### src/rtl/uart_tx.sv
// uart_tx: 8N1 serial transmitter with a small byte FIFO in front of it.
// Bytes arrive over a valid/ready handshake, are queued, and are shifted out
// LSB first with one bit lasting BAUD_MULT clocks. Back-to-back frames are
// sent with no idle gap when the FIFO still holds data at the end of a stop bit.
module uart_tx #(
  parameter int BAUD_MULT       = 139,
  parameter int FIFO_DEPTH_LOG2 = 2
) (
  input  logic                     i_uart_clk,
  input  logic                     i_reset_n,
  input  logic [7:0]               i_tx_data,
  input  logic                     i_tx_valid,
  output logic                     o_tx_ready,
  output logic                     o_tx,
  output logic                     o_tx_active,
  output logic [FIFO_DEPTH_LOG2:0] o_fifo_count,
  output logic                     o_dbg_state
);

  localparam int DEPTH = 1 << FIFO_DEPTH_LOG2;
  localparam int CNT_W = $clog2(BAUD_MULT);
  localparam logic [CNT_W-1:0] BAUD_LAST = CNT_W'(BAUD_MULT - 1);
  localparam logic [FIFO_DEPTH_LOG2:0] FIFO_FULL = {1'b1, {FIFO_DEPTH_LOG2{1'b0}}};

  typedef enum logic [1:0] {
    IDLE       = 2'd0,
    SEND_START = 2'd1,
    SEND_DATA  = 2'd2,
    SEND_STOP  = 2'd3
  } state_t;

  state_t                     state, state_next;
  logic [CNT_W-1:0]           baud_cnt, baud_cnt_next;
  logic [2:0]                 bit_cnt, bit_cnt_next;
  logic [7:0]                 shift, shift_next;
  logic                       tx_next;
  logic                       active_next;
  logic                       baud_done;
  logic                       push;
  logic                       pop;
  logic                       fifo_empty;
  logic [7:0]                 fifo_head;
  logic [7:0]                 mem [DEPTH];
  logic [FIFO_DEPTH_LOG2-1:0] wr_ptr;
  logic [FIFO_DEPTH_LOG2-1:0] rd_ptr;

  // Handshake and FIFO status are decoded straight from the registered count
  // so that a pop can never open a write slot in the same cycle.
  assign o_tx_ready  = (o_fifo_count != FIFO_FULL);
  assign push        = i_tx_valid && o_tx_ready;
  assign fifo_empty  = (o_fifo_count == '0);
  assign fifo_head   = mem[rd_ptr];
  assign baud_done   = (baud_cnt == BAUD_LAST);
  assign o_dbg_state = (state == IDLE);

  // Next-state and next-output logic for the frame sequencer; the next line
  // level is computed here so the serial output itself stays registered.
  always_comb begin
    state_next    = state;
    baud_cnt_next = baud_cnt;
    bit_cnt_next  = bit_cnt;
    shift_next    = shift;
    tx_next       = o_tx;
    active_next   = o_tx_active;
    pop           = 1'b0;

    case (state)
      IDLE: begin
        tx_next     = 1'b1;
        active_next = 1'b0;
        if (!fifo_empty) begin
          pop           = 1'b1;
          shift_next    = fifo_head;
          baud_cnt_next = '0;
          tx_next       = 1'b0;
          active_next   = 1'b1;
          state_next    = SEND_START;
        end
      end

      SEND_START: begin
        if (baud_done) begin
          baud_cnt_next = '0;
          bit_cnt_next  = '0;
          tx_next       = shift[0];
          state_next    = SEND_DATA;
        end else begin
          baud_cnt_next = baud_cnt + 1'b1;
        end
      end

      SEND_DATA: begin
        if (baud_done) begin
          baud_cnt_next = '0;
          shift_next    = {1'b0, shift[7:1]};
          if (bit_cnt == 3'd7) begin
            tx_next    = 1'b1;
            state_next = SEND_STOP;
          end else begin
            bit_cnt_next = bit_cnt + 3'd1;
            tx_next      = shift[1];
          end
        end else begin
          baud_cnt_next = baud_cnt + 1'b1;
        end
      end

      SEND_STOP: begin
        if (baud_done) begin
          baud_cnt_next = '0;
          if (!fifo_empty) begin
            pop        = 1'b1;
            shift_next = fifo_head;
            tx_next    = 1'b0;
            state_next = SEND_START;
          end else begin
            tx_next     = 1'b1;
            active_next = 1'b0;
            state_next  = IDLE;
          end
        end else begin
          baud_cnt_next = baud_cnt + 1'b1;
        end
      end

      default: begin
        state_next    = IDLE;
        baud_cnt_next = '0;
        bit_cnt_next  = '0;
        tx_next       = 1'b1;
        active_next   = 1'b0;
      end
    endcase
  end

  // Sequencer registers; reset abandons any frame and returns the line high.
  always_ff @(posedge i_uart_clk) begin
    if (!i_reset_n) begin
      state       <= IDLE;
      baud_cnt    <= '0;
      bit_cnt     <= '0;
      shift       <= '0;
      o_tx        <= 1'b1;
      o_tx_active <= 1'b0;
    end else begin
      state       <= state_next;
      baud_cnt    <= baud_cnt_next;
      bit_cnt     <= bit_cnt_next;
      shift       <= shift_next;
      o_tx        <= tx_next;
      o_tx_active <= active_next;
    end
  end

  // FIFO pointers and occupancy; a simultaneous push and pop leaves the count alone.
  always_ff @(posedge i_uart_clk) begin
    if (!i_reset_n) begin
      wr_ptr       <= '0;
      rd_ptr       <= '0;
      o_fifo_count <= '0;
    end else begin
      if (push) begin
        wr_ptr <= wr_ptr + 1'b1;
      end
      if (pop) begin
        rd_ptr <= rd_ptr + 1'b1;
      end
      case ({push, pop})
        2'b10:   o_fifo_count <= o_fifo_count + 1'b1;
        2'b01:   o_fifo_count <= o_fifo_count - 1'b1;
        default: o_fifo_count <= o_fifo_count;
      endcase
    end
  end

  // FIFO storage; data needs no reset because the pointers define validity.
  always_ff @(posedge i_uart_clk) begin
    if (i_reset_n && push) begin
      mem[wr_ptr] <= i_tx_data;
    end
  end

endmodule
### config.mk
export PLATFORM = sky130hd
export DESIGN_NAME = uart_tx
export DESIGN_NICKNAME = d
export VERILOG_FILES = /design/src/rtl/uart_tx.sv
export SDC_FILE = /design/constraint.sdc
export NUM_CORES = 1
export LEC_CHECK = 0
export BUFFER_PORTS_ARGS = -buffer_cell sky130_fd_sc_hd__buf_4
export CORE_ASPECT_RATIO = 0.75
export CORE_MARGIN = 5
export CORE_UTILIZATION = 56
export CTS_BUF_LIST = sky130_fd_sc_hd__clkbuf_8
export DETAILED_ROUTE_END_ITERATION = 8
export PLACE_DENSITY = 0.77
export SYNTH_ARGS = -nofsm -noshare
export SYNTH_HDL_FRONTEND = slang
export SYNTH_SLANG_ARGS = --single-unit
export TNS_END_PERCENT = 50
### constraint.sdc
create_clock -name i_uart_clk -period 2.35 [get_ports i_uart_clk]
set_clock_uncertainty 0.15 [all_clocks]
set_input_delay 0.47 -clock i_uart_clk [delete_from_list [all_inputs] [get_ports i_uart_clk]]
set_output_delay 0.47 -clock i_uart_clk [all_outputs]
set_load 0.005 [all_outputs]
==> key figures, run 1 <==
Hold path
  • WHS Endpoint: mem[3][2]
  • Hold path cells: 1
  • Hold Crit Start: i_tx_data[2]
  • Worst Hold Class: input pin to flip-flop

Place
  • GP Congestion: 0.877
  • DP Area: 3170 sq um
  • Port bufs: 17
  • Dpl hpwl: 3630 um

Synth
  • Mapped Cells: roughly 230
  • Yosys reg bits: 64
  • Post-Syn Nets: 253
  • Synth top area cells: edfxtp_1 34%, dfxtp_1 22%, mux4_2 6.3%, ha_1 6.1%, mux2i_1 4.6%
  • Yosys top cell by area: edfxtp_1
  • Seq/Total Area, Yosys: between 50% and 60%
  • Number of flops mapped to enable cells by yosys: 32
  • Mean Syn Cell Area: 12.6 sq um
  • Area share of the largest cell type after synthesis: 33.7%
  • Ys Warns: 0
  • Synth Cell Area: roughly 2900 sq um
  • Synth Flop Type: edfxtp_1
  • Synth cell count leaders: 32 x dfxtp_1, 32 x edfxtp_1, 20 x nand2_1
  • Post-synthesis cell type count: 48
  • Post-synth ARST share: 0%

Clocking
  • Worst-Skew Late Latency: roughly 340 ps
  • Post-CTS Hold Buffers: 0
  • Clk sinks: between 60 and 70
  • Worst-path clk slew: roughly 80 ps
  • Clock root cell: clkbuf_8
  • # H-tree levels: 3
  • Setup Buffers After CTS: 0
  • CTS tree: built
  • Clk buf depth: 2
  • Cts bufs inserted: 9

Global route
  • Antenna violations before repair: 0
  • Vias in the first global route: about 1800
  • Total Routing Usage GR: between 15 and 20%
  • First-pass GRT wire length: ~8600 um
  • Grt ovf: 0
  • Pin count of the biggest net entering global routing: 24

Timing
  • RSZ-0062 raised after global routing: yes
  • FMAX: 419 MHz
  • Final period util: 102%
  • Slew at the pin closest to its max-slew limit: ~550 ps
  • Hold Vio Cnt, Final: 0
  • Setup Viol. Count Final: 1
  • Pins Over Slew Limit: 0
  • Min Clock Period, post-route: 2390 ps
  • Worst setup margin: -35.6 ps
  • Setup TNS: -35.6 ps
  • Slew Limit Headroom: about 63%

Routing
  • Drt wl/cell: about 15 um
  • Remaining DRCs: 0
  • Vias per cell: roughly 5.5
  • TritonRoute pass-1 iters: 4
  • DR vias: about 1800
  • 1st-iter DRT viols: between 100 and 150
  • Total routed wirelength: between 5000 and 6000 um
  • Final ANT Viol Nets: 0

Setup path
  • Crit path max fanout: 2
  • R2R depth: 10
  • Kind of critical path: flip-flop to flip-flop
  • Slowest cell on the critical path: fa_2
  • Worst EP required: between 2000 and 2500 ps
  • CP Data Arrival Time: ~2500 ps
  • Critical Path Start Type: flip-flop
  • Worst r2r dst: o_fifo_count[2]
  • Critical Path End Type: flip-flop
  • Reg-to-reg slack, setup: -40 ps
  • Reg2reg start: baud_cnt[0]
  • Critical path's top delay family: adder cells
  • Worst stage delay on the critical path: ~340 ps
  • Worst-path cell chain: inv_1, ha_1, and4bb_2, a31oi_4, nor3_2, ha_2, fa_2, xnor2_1, or3_1, a21oi_2
  • Buf+Inv Stages, Crit Path: 1

Cells and area
  • Final core utilization: about 69%
  • Diodes inserted: 0
  • Nets: between 200 and 300
  • Share of cells above drive strength 1: approximately 28%
  • Final Instance Area: between 3000 and 4000 sq um
  • Area grow syn2layout: 18.3%

Floorplanning
  • Initial Util: between 50% and 60%
  • Die Height: 71.8 um
  • Die ar.: between 6000 and 7000 sq um
  • IO Pins: 18
  • Die W: 92.4 um
  • Core area: slightly below 5000 sq um
  • Rows: 22

Power and ir drop
  • Total power: 3910 uW
  • Worst VDD drop: around 0.00071 V
  • Pleak: 0.00126 uW
  • Cell Pwr Density: between 1000 and 1500 nW/um^2

Job
  • Max cap viols: 0

Run status
  • Failing checks: setup timing
  • Status: complete, but fails checks
cells in the final DEF, fill, tap and decap left out, types with 2 or more instances in the layout:
cell / n
dfxtp_2: 2
ha_1: 13
nand3_1: 2
o22ai_1: 7
nand4_1: 3
clkinvlp_4: 2
nor2_1: 19
or3_1: 2
and3_1: 5
o21ai_0: 3
clkbuf_8: 9
buf_4: 34
or2_2: 2
and2_1: 2
nor2b_1: 2
xor2_1: 4
mux4_2: 8
a21oi_1: 4
a211oi_1: 2
xnor2_1: 5
clkinv_4: 2
edfxtp_1: 32
inv_1: 6
nand2_1: 20
or3b_1: 2
nor3_1: 6
dfxtp_1: 30
nand2b_1: 2
inv_6: 2
mux2i_1: 13
worst reg2reg max path, stage by stage, from the launching register on:
cell	delay (ps)
dfxtp_2	330
inv_1	50
ha_1	180
and4bb_2	250
a31oi_4	190
nor3_2	70
ha_2	200
fa_2	340
xnor2_1	130
or3_1	320
a21oi_2	120
power breakdown:
part / switching, uW / internal, uW / total [uW]
clock: 445 / 390 / 836
sequential: 142 / 1340 / 1490
combinational: 795 / 795 / 1590
total: 1380 / 2530 / 3910
cell families (layout without fill, tap and decap cells):
group	Yosys count	count (layout)	share of synthesized area (%)
DFF	64	64	56.2
AOI/OAI and AO/OA	28	28	7.20
muxes	21	21	10.9
and+or+nand+nor	76	76	14.3
xor gates and xnor gates	9	9	2.76
adders and majority gates	15	15	6.85
buffers and inverters	14	57	1.89
metal layers:
| metal | global-route usage [%] | routed length, um | share of wire, % |
|---|---|---|---|
| met1 | 21.8 | 2380 | 47 |
| met2 | 26.4 | 2350 | 47 |
| met3 | 6.09 | 225 | 4.5 |
| met4 | 7.25 | 78 | 1.5 |
| met5 | 0 | 0 | 0 |
stage by stage:
| stage | std cells | hold slack, ps | worst slack (ps) |
|---|---|---|---|
| final | 330 | 175 | -35.6 |
| after global routing | 330 | 153 | -117 |
| after CTS | 330 | 162 | -37.2 |
| after detailed placement | 314 | 303 | -43.9 |
| after global placement | 314 | 297 | 11.5 |
| after floorplan | 227 | 284 | -4.76 |
how the worst max path moves through the flow:
| stage | from | slack [ps] | cells past startpoint | end |
|---|---|---|---|---|
| 2_1_floorplan | baud_cnt[0] | -5 | 10 | o_fifo_count[2] |
| 3_3_place_gp | baud_cnt[0] | 10 | 10 | o_fifo_count[2] |
| 3_5_place_dp | baud_cnt[0] | -40 | 10 | o_fifo_count[2] |
| 4_1_cts | baud_cnt[0] | -40 | 10 | o_fifo_count[2] |
| 5_1_grt | baud_cnt[0] | -120 | 10 | o_fifo_count[2] |
| 6_report | baud_cnt[0] | -40 | 10 | o_fifo_count[2] |
repair_timing:
action | CTS | global route
setup endpoints to repair | 1 | 5
cloned | 0 | 0
pin swaps | 4 | 0
endpoints found under the hold margin | 0 | 0
gates resized for setup | 1 | 3
registers in the layout, summed over array words and instances (netlist names), named ones only:
name / cells
mem: 32
baud_cnt: 8
state: 2
o_tx_active: 1
o_fifo_count: 3
o_tx: 1
shift: 8
bit_cnt: 3
wr_ptr: 2
rd_ptr: 2
final cells by class:
cell class	instances	area (sq um)
clock inverters	7	55.1
flip-flops and latches	64	1600
fillers	356	1530
inverters	7	26.3
clock buffers	9	124
well taps	60	75.1
repair buffers	34	255
multi-input cells	149	1230
(Power assumes the default switching activity.)
==> run 2, diff against run 1 <==
--- a/config.mk
+++ b/config.mk
@@ -8,10 +8,10 @@
 export BUFFER_PORTS_ARGS = -buffer_cell sky130_fd_sc_hd__buf_4
 export CORE_ASPECT_RATIO = 0.75
 export CORE_MARGIN = 5
-export CORE_UTILIZATION = 56
+export CORE_UTILIZATION = 45
 export CTS_BUF_LIST = sky130_fd_sc_hd__clkbuf_8
 export DETAILED_ROUTE_END_ITERATION = 8
-export PLACE_DENSITY = 0.77
+export PLACE_DENSITY = 0.64
 export SYNTH_ARGS = -nofsm -noshare
 export SYNTH_HDL_FRONTEND = slang
 export SYNTH_SLANG_ARGS = --single-unit
==> key figures, run 2 (synthesis gave the netlist of run 1 again) <==
Run status
  • Status: finished clean

Clocking
  • CTS tree: built
  • Clk sinks: 64
  • Post-CTS Hold Buffers: 0
  • Clock root cell: clkbuf_8
  • # H-tree levels: 3
  • Worst-Skew Late Latency: approximately 340 ps
  • Setup Buffers After CTS: 0
  • Cts bufs inserted: 9
  • Clk buf depth: 2
  • Worst-path clk slew: about 70 ps

Setup path
  • Reg-to-reg slack, setup: between 3 and 4 ps
  • Worst r2r dst: o_fifo_count[2]
  • Crit path max fanout: 2
  • Buf+Inv Stages, Crit Path: 1
  • Kind of critical path: flip-flop to flip-flop
  • Slowest cell on the critical path: fa_2
  • Worst setup startpoint: baud_cnt[0]
  • Worst path depth: 10
  • Reg2reg start: baud_cnt[0]
  • Worst stage delay on the critical path: 340 ps
  • Worst-path cell chain: inv_1, ha_1, and4bb_2, a31oi_4, nor3_2, ha_2, fa_2, xnor2_1, or3_1, a21oi_1
  • R2R depth: 10
  • Critical Path End Type: flip-flop
  • CP Data Arrival Time: ~2500 ps
  • Worst EP required: ~2500 ps
  • Critical Path Start Type: flip-flop
  • Setup crit end: o_fifo_count[2]
  • Critical path's top delay family: adder cells

Place
  • Post-placement cell count: roughly 340
  • GP Congestion: about 0.80
  • Port bufs: 17
  • Dpl hpwl: between 3000 and 4000 um

Floorplanning
  • Rows: 25
  • Die W: just over 100 um
  • Die ar.: 8050 sq um
  • Initial Util: between 40% and 50%
  • Core area: 6220 sq um
  • IO Pins: 18
  • Die Height: slightly below 80 um

Cells and area
  • Regs by FF count: mem x32, baud_cnt x8, shift x8
  • Diodes inserted: 0
  • Most frequent cells in the layout: 36 x buf_4, 32 x edfxtp_1, 31 x dfxtp_1
  • Share of cells above drive strength 1: between 20 and 30%
  • Max reg flops: 32
  • Top reg by flops: mem
  • Final core utilization: between 50 and 60%
  • Area grow syn2layout: 18.8%
  • Finished Layout Cells: 353
  • Nets: between 200 and 300
  • Commonest non-fill, non-tap cell in the layout: buf_4

Global route
  • Antenna violations before repair: 0
  • Pin count of the biggest net entering global routing: 24
  • Vias in the first global route: roughly 1800
  • First-pass GRT wire length: slightly below 9000 um
  • Grt ovf: 0
  • Total Routing Usage GR: roughly 15%

Timing
  • Min Clock Period, post-route: ~2300 ps
  • Pins Over Slew Limit: 0
  • FMAX: around 430 MHz
  • Hold Vio Cnt, Final: 0
  • RSZ-0062 raised after global routing: yes
  • Setup TNS: 0 ps
  • Slew Limit Headroom: a little under half
  • Slew at the pin closest to its max-slew limit: a little over 800 ps
  • Setup Viol. Count Final: 0
  • Final period util: between 90% and 100%

Routing
  • Remaining DRCs: 0
  • 1st-iter DRT viols: 77
  • DR vias: roughly 1800
  • Drt wl/cell: roughly 15 um
  • TritonRoute pass-1 iters: 4
  • Total routed wirelength: 5140 um
  • Vias per cell: just over 5
  • Final ANT Viol Nets: 0

Job
  • Max cap viols: 0

Power and ir drop
  • Total power: between 3000 and 4000 uW
  • Cell Pwr Density: ~1100 nW/um^2
  • Pleak: between 0.001 and 0.0015 uW
  • Worst VDD drop: about 0.00052 V

Hold path
  • Hold Crit Start: i_tx_data[7]
  • Worst Hold Class: input pin to flip-flop
[run 2: changes by cell type in the layout (fill, tap and decap cells not counted), moves of 2 or more]
cell and delta:
inv_1 +2, buf_4 +2, clkinvlp_4 +2, inv_6 -2
clkinv_4 -2
[run 2: repair_timing]
action / 4_1_cts / 5_1_grt
endpoints found under the setup margin: 1 / 4
cloned: 0 / 0
resized for setup: 1 / 0
pin swaps: 4 / 1
[run 2: how the worst min path moves through the flow]
stage | to | slack (ps) | cells after the start
6_report | mem[3][7] | 180 | 1
5_1_grt | mem[2][7] | 150 | 1
4_1_cts | mem[2][7] | 150 | 1
3_5_place_dp | shift[7] | 300 | 2
3_3_place_gp | bit_cnt[2] | 290 | 2
2_1_floorplan | shift[7] | 280 | 2
[run 2: power by group]
group / internal (uW) / total (uW) / leakage, uW / switching, uW
clock: 372 / 789 / 0.0000799 / 417
combinational: 768 / 1550 / 0.000627 / 784
sequential: 1340 / 1500 / 0.000552 / 154
total: 2480 / 3840 / 0.00126 / 1360
[run 2: cell type report]
cell class,instances,area (sq um)
Fill cell,541,2840
Sequential cell,64,1600
Timing Repair Buffer,36,270
Clock inverter,7,42.5
Inverter,7,26.3
Tap cell,81,101
Multi-Input combinational cell,149,1220
Clock buffer,9,124
[run 2: stage by stage]
step	hold WS, ps	worst slack (ps)	cell area, sq um
floorplan	284	-4.76	2870
detailed placement	304	-33.8	3210
global placement	294	3.28	3210
CTS	153	-26.1	3390
global route	148	-94.0	3390
finish	176	3.05	3390
[run 2: routing by layer]
metal / vias to the layer above / GRT usage [%] / share of wire [%]
met5: - / 0 / 0
li1: 921 / - / -
met2: 19 / 21.5 / 46
met3: 7 / 5.53 / 3.0
met1: 855 / 20.0 / 50
met4: 0 / 5.11 / 1.1
